`src/rtl/uart_bus_master.sv`:
```
// uart_bus_master: decodes 8N1 UART host commands (three bytes each) into single writes on the peripheral write bus
module uart_bus_master #(
  parameter int CLKS_PER_BIT = 434,
  parameter int TIMEOUT_BITS = 20
) (
  input  logic        clk,
  input  logic        rst,
  input  logic        rx,
  output logic [12:0] bus_wraddr,
  output logic [8:0]  bus_wrdata,
  output logic        bus_wrvalid,
  input  logic        bus_wrready,
  output logic        frame_err,
  output logic        overrun
);
  localparam int BW = $clog2(CLKS_PER_BIT);
  localparam int TO = TIMEOUT_BITS * CLKS_PER_BIT;
  localparam int TW = $clog2(TO);
  localparam logic [BW-1:0] HALF_M1 = BW'(CLKS_PER_BIT / 2 - 1);
  localparam logic [BW-1:0] FULL_M1 = BW'(CLKS_PER_BIT - 1);
  localparam logic [TW-1:0] TO_M1 = TW'(TO - 1);
  typedef enum logic [1:0] {IDLE, START, DATA, STOP} rx_state_t;
  typedef enum logic [1:0] {B0, B1, B2} cmd_state_t;
  logic rx_m, rx_s;
  rx_state_t rs, rs_n;
  logic [BW-1:0] cnt, cnt_n;
  logic [2:0] idx, idx_n;
  logic [7:0] sh, sh_n;
  logic byte_valid, bv_n, fe_n;
  cmd_state_t ps, ps_n;
  logic [5:0] hi, hi_n;
  logic [7:0] lo, lo_n;
  logic [TW-1:0] to_cnt, to_n;
  logic load, ov_n;
  always_ff @(posedge clk) begin
    if (rst) begin
      rx_m <= 1'b1;
      rx_s <= 1'b1;
    end else begin
      rx_m <= rx;
      rx_s <= rx_m;
    end
  end
  always_comb begin
    rs_n = rs;
    cnt_n = cnt + 1'b1;
    idx_n = idx;
    sh_n = sh;
    bv_n = 1'b0;
    fe_n = 1'b0;
    case (rs)
      IDLE: begin
        cnt_n = '0;
        rs_n = rx_s ? IDLE : START;
      end
      START: if (cnt == HALF_M1) begin
        cnt_n = '0;
        idx_n = '0;
        rs_n = rx_s ? IDLE : DATA;
      end
      DATA: if (cnt == FULL_M1) begin
        cnt_n = '0;
        sh_n = {rx_s, sh[7:1]};
        idx_n = idx + 1'b1;
        rs_n = (idx == 3'd7) ? STOP : DATA;
      end
      STOP: if (cnt == FULL_M1) begin
        cnt_n = '0;
        rs_n = IDLE;
        bv_n = rx_s;
        fe_n = !rx_s;
      end
    endcase
  end
  always_ff @(posedge clk) begin
    if (rst) begin
      rs <= IDLE;
      cnt <= '0;
      idx <= '0;
      sh <= '0;
      byte_valid <= 1'b0;
      frame_err <= 1'b0;
    end else begin
      rs <= rs_n;
      cnt <= cnt_n;
      idx <= idx_n;
      sh <= sh_n;
      byte_valid <= bv_n;
      frame_err <= fe_n;
    end
  end
  // the timeout measures the idle gap between bytes of a partial command
  always_comb begin
    ps_n = ps;
    hi_n = hi;
    lo_n = lo;
    load = 1'b0;
    ov_n = 1'b0;
    to_n = (byte_valid || ps == B0 || rs != IDLE) ? '0 : to_cnt + 1'b1;
    if (frame_err) ps_n = B0;
    else if (byte_valid) begin
      case (ps)
        B0: if (sh[7]) begin
          hi_n = sh[5:0];
          ps_n = B1;
        end
        B1: begin
          lo_n = sh;
          ps_n = B2;
        end
        default: begin
          ps_n = B0;
          load = !bus_wrvalid;
          ov_n = bus_wrvalid;
        end
      endcase
    end else if (ps != B0 && to_cnt == TO_M1) ps_n = B0;
  end
  always_ff @(posedge clk) begin
    if (rst) begin
      ps <= B0;
      hi <= '0;
      lo <= '0;
      to_cnt <= '0;
      bus_wrvalid <= 1'b0;
      bus_wraddr <= '0;
      bus_wrdata <= '0;
      overrun <= 1'b0;
    end else begin
      ps <= ps_n;
      hi <= hi_n;
      lo <= lo_n;
      to_cnt <= to_n;
      bus_wrvalid <= load || (bus_wrvalid && !bus_wrready);
      overrun <= ov_n;
      if (load) begin
        bus_wraddr <= {hi[4:0], lo};
        bus_wrdata <= {hi[5], sh};
      end
    end
  end
endmodule

```
`config.mk`:
```
export PLATFORM = sky130hd
export DESIGN_NAME = uart_bus_master
export DESIGN_NICKNAME = d
export VERILOG_FILES = /design/src/rtl/uart_bus_master.sv
export SDC_FILE = /design/constraint.sdc
export NUM_CORES = 1
export LEC_CHECK = 0
export BUFFER_PORTS_ARGS = -buffer_cell sky130_fd_sc_hd__buf_2
export CORE_MARGIN = 1.5
export CORE_UTILIZATION = 43
export DETAILED_ROUTE_END_ITERATION = 6
export PLACE_DENSITY = 0.71
export SLEW_MARGIN = 40
export SYNTH_ARGS = -nofsm -noshare
export SYNTH_HDL_FRONTEND = slang
export SYNTH_SLANG_ARGS = --single-unit
```
`constraint.sdc`:
```
create_clock -name clk -period 1.8 [get_ports clk]
set_input_delay 0.09 -clock clk [delete_from_list [all_inputs] [get_ports clk]]
set_output_delay 0.09 -clock clk [all_outputs]
set_load 0.005 [all_outputs]
```
; ---- Yosys cells after proc, flatten, opt, wreduce, memory -nomap -nowiden
; Cells that the tools add are included.
; W data, S select, Z words.
[op_classes]
add_sub_neg = 3
n_eq_ne = 12
n_mux = 20
bitwise_logic = 4
n_reduce_logical = 26
[op_table]
columns = operator, n
row1 = $pmux W9 S3, 1
row2 = $mux W9, 2
row3 = $add A14 B1 Y14 const B, 1
row4 = $eq A14 B14 Y1 const B, 1
row5 = $mux W2, 7
row6 = $add A9 B1 Y9 const B, 1
row7 = $eq A9 B8 Y1 const B, 1
row8 = $eq A9 B9 Y1 const B, 1
row9 = $reduce_and A3 Y1, 3
row10 = $pmux W2 S4, 1
row11 = $reduce_bool A2 Y1, 4
row12 = $reduce_or A2 Y1, 4
row13 = $mux W3, 2
row14 = $ne A2 B2 Y1 const B, 3
row15 = $pmux W3 S2, 1
row16 = $mux W1, 5
row17 = $reduce_or A5 Y1, 1
row18 = $eq A2 B1 Y1 const B, 2
row19 = $eq A2 B2 Y1 const B, 2
row20 = $logic_not A2 Y1, 2
row21 = $not A1 Y1, 4
row22 = $pmux W2 S2, 1
row23 = $reduce_and A2 Y1, 2
row24 = $reduce_and A4 Y1, 1
row25 = 7 further kinds, 12
[word_totals]
reg_bits = 80
input_bits = 4
output_inout_bits = 25
elab_cells = 81

; ---- Depth between registers and ports, before layout
[logic_depth]
depth_word = 6
mapped_depth = 7
ltp_nobuf = 6

; ---- Least setup slack after synthesis
; No wires, ideal clock.
[synth_timing]
path_kind = register -> register
startpoint = register cnt[0]
endpoint = register cnt[2]
setup_time_ns = 0.127
t_arrival_ns = 1.289
path_slack_ns = 0.384
stages_incl_launch_ff = 7
n_path_buf = 0
path_cell_list = dfxtp_1 -> inv_1 -> ha_1 -> nor4bb_1 -> a311oi_1 -> o21bai_2 -> nor2_1
[synth_between]
elab_chain_len = 3
elab_cells_between_ends = 6
[synth_lines]
columns = element, line_no
row1 = from (decl), 26  ; logic [BW-1:0] cnt, cnt_n;
row2 = from (signal assigned), 85  ; cnt <= cnt_n;
row3 = $add A9 B1 Y9 (tied with other cells), 46  ; cnt_n = cnt + 1'b1;
row4 = $mux W9 (on tied branches), "61, 67, 56"
row5 = $pmux W9 S3 *, 51  ; case (rs)
; Mark *: on every way between the ends. The rest lies on a longest branch, timed or not.
; A chain may end at the register's enable or synchronous reset.

; ---- Worst setup path after layout
[layout_timing]
startpoint = register cnt[0]
endpoint = register cnt[5]
; Same word-level chain as after synthesis.

==> results.md <==
* Peak supply drop at ~0.00043 V
* Synth Cell Area at 3157 um^2
* Die Y at 88.68 um
* WHS Endpoint: bus_wrvalid
* RSZ-0062 raised after global routing: no
* Pre-antenna DRT Iters at 4
* Non-filler cells, final at 485
* Largest family of logic cells by synthesized area: simple AND/OR/NAND/NOR gates
* Synth cell count leaders: dfxtp_1, nand2_1, nor2_1
* Antenna Nets Post-Route at 0
* Layout fillers at about 690
* CP endpoint kind: flip-flop
* Cell Chain, Critical Path: inv_1, ha_1, nor4bb_1, a311oi_1, o21bai_2, nor2_1
* Post-Synth Adder-Cell Area at under 10%
* Xor-xnor portion of the synthesized cell area at 4.717%
* Detailed placement HPWL at 3862 um
* Share of layout cells above drive strength 1 at 15.28%
* Largest net degree at the start of global routing at 56
* Gr ovfl total at 0
* Mux cell area share after synthesis at between 5 and 6%
* R2R Setup Slk at 190 ps
* Status: completed
* Slew Viols, Final at 0
* Clock Path Buffers at 2
* Worst setup SP type: flip-flop
* Top-Level Pins at 29
* Initial core utilization at 43.99%
* Vias at 2397
* Power density cells at around 900 nW/um^2
* CTS sink cnt at 80
* Area of the core at 7176 um^2
* Drt first-iter violations at around 110
* Compound-Gate Fraction of Synth Area at under 10%
* # diodes at 0
* Cell accounting for the most synthesized area: dfxtp_1
* Tmin final at 1614 ps
* Clock slew at reported path FFs at 80 ps
* Setup TNS at 0 ps
* Final period utilization at 89.69%
* Routability Congestion at 0.7859
* Ys flop type: dfxtp_1
* Seq/Total Area, Yosys at 50.73%
* Postcts setup bufs at 0
* CTS H-tree depth at 3
* Die footprint at 7864 um^2
* CTS tree: yes
* Syn Area/Cell at 8.994 um^2
* Clock Skews at 10.19 ps
* Yosys warns at 0
* Inst Count DP at 468
* Total Routing Usage GR at between 15 and 20%
* Worst Max-Slew Pin Slew at 539.9 ps
* DR vias/cell at between 4 and 5
* Worst path max stage delay at 360 ps
* Slowest cell on the critical path: o21bai_2
* Row count at 31
* Simple-Gate Fraction of Synth Area at 24.89%
* Synth async-reset ratio at 0%
* Port buffer count at 28
* Max-Cap Viols at 0
* WL/cell at around 12 um
* Antenna violations before repair at 0
* Final Hold Vio Count at 0
* DRC at 0
* Count leader, synth: dfxtp_1
* Hold Startpoint: bus_wrready
* Syn Inst Count at 351
* Worst Hold Class: input pin to flip-flop
* Yosys top cell area share at 50.73%
* Reg2Reg Depth at 6
* Clk Latency, worst-skew pair at 350 ps
* FF+latch count, synth at 80
* CP arrival at 1840 ps
* Leakage at about 1.4 nW
* CTS buffer count at 9
* Achievable Freq at 619.4 MHz
* Post-synth EDFFs at 0
* Layout Area Growth over Synthesis at 14.07%
* Post-synth net total at 361
* RR Startpoint: cnt[0]
* Area contributors post-synth: dfxtp_1, nand2_1, a21oi_1
* Setup CP Type: flip-flop to flip-flop
* First-pass GRT wire length at 9252 um
* Reg2reg end: cnt[5]
* Root Buffer Master: clkbuf_8
* Vias in the first global route at 2042
* Setup violations, final at 0
* Yosys cell types at between 40 and 50
* Nets at roughly 390
* Width of the die at 88.68 um
* Total Wirelength at approximately 5800 um
* Critical Path Fanout Max at 9
* Relative slew slack at around 64%
* CP required at 2030 ps
* Min-Delay Path Depth at 3
==> through the flow <==
step | util, % | setup slack [ps] | total power, W | area [um^2] | hold WS (ps)
global route | 50.18 | 20.40 | 0.003325 | 3601 | 41.73
detailed placement | 46.96 | 77.58 | 0.001858 | 3369 | 286.4
floorplan | - | 383.9 | 0.001847 | 3157 | 193.8
global placement | 46.96 | 142.0 | 0.001857 | 3369 | 283.5
finish | 50.18 | 185.6 | 0.003224 | 3601 | 27.05
CTS | 50.06 | 39.73 | 0.003253 | 3592 | 10.91
==> logic make-up (layout without fill, tap and decap cells) <==
| kind of cell | Yosys count | after routing |
|---|---|---|
| and+or+nand+nor | 164 | 164 |
| xor gates and xnor gates | 17 | 17 |
| adders and majority gates | 6 | 6 |
| buffers and inverters | 19 | 54 |
| AOI/OAI and AO/OA | 49 | 49 |
| muxes | 16 | 16 |
| DFF | 80 | 80 |
==> flip-flops by register name, indices dropped and copies added (netlist names), 2 cells and up, named ones only <==
register / flops
bus_wraddr: 13
bus_wrdata: 9
cnt: 9
hi: 6
idx: 3
lo: 8
ps: 2
sh: 8
to_cnt: 14
==> what timing repair did <==
action / CTS / global route
hold buffers: 1 / 0
endpoints found under the setup margin: 0 / 11
endpoints found under the hold margin: 1 / 0
gates resized for setup: 0 / 1
==> per-layer routing <==
| layer | global-route usage, % | vias up | share of wire [%] |
|---|---|---|---|
| met4 | 8.807 | 0 | 2.4 |
| li1 | - | 1241 | - |
| met5 | 0 | - | 0 |
| met2 | 24.24 | 35 | 47 |
| met3 | 2.519 | 15 | 2.8 |
| met1 | 19.53 | 1106 | 48 |
==> layout by cell type (no fill, tap or decap), types with 2 or more instances in the layout <==
master	instances
nor2_1	39
nor3_1	4
a31oi_1	3
nor4_1	4
nand4_1	5
xnor2_1	7
clkbuf_8	9
nand3b_1	2
buf_2	28
xor2_1	10
nand3_1	7
a21oi_1	33
clkbuf_1	2
inv_1	5
and3_1	3
or3_1	3
o21a_1	2
nor2b_1	4
or2_2	3
ha_1	6
nand2_1	72
nor4b_1	4
dfxtp_1	80
mux2i_1	16
buf_4	4
bufinv_16	2
and2_1	4
o21ai_0	3
==> how the worst max path moves through the flow <==
stage	to	from	slack, ps	depth (start not counted)
after floorplan	cnt[2]	cnt[0]	380	6
after global placement	sh[3]	cnt[0]	140	5
after detailed placement	sh[2]	cnt[0]	80	5
after CTS	sh[0]	cnt[0]	40	5
after global routing	cnt[8]	cnt[0]	20	6
final	cnt[5]	cnt[0]	190	6
==> final cells by class <==
cell class / count / area (um^2) / area share (%)
clock buffer: 11 / 131.4 / 3.648
clock inverter: 5 / 81.33 / 2.259
inverter: 5 / 18.77 / 0.5212
timing repair buffer: 33 / 180.2 / 5.003
multi-input combinational: 252 / 1464 / 40.65
tap: 99 / 123.9 / 3.440
sequential: 80 / 1602 / 44.48
==> critical path: cells and delay by family, from the launching register on <==
kind | cells | cell delay (ps)
compound gates | 2 | 530
fa+ha+maj | 1 | 120
buf+inv | 1 | 70
flops | 1 | 350
simple gates | 2 | 430
==> report_power, final <==
group          switching, W  internal [W]   total, W
clock              0.000624      0.000782    0.00141
combinational     0.0000284     0.0000133  0.0000417
sequential       0.00000405       0.00177    0.00178
(Power assumes the default switching activity.)
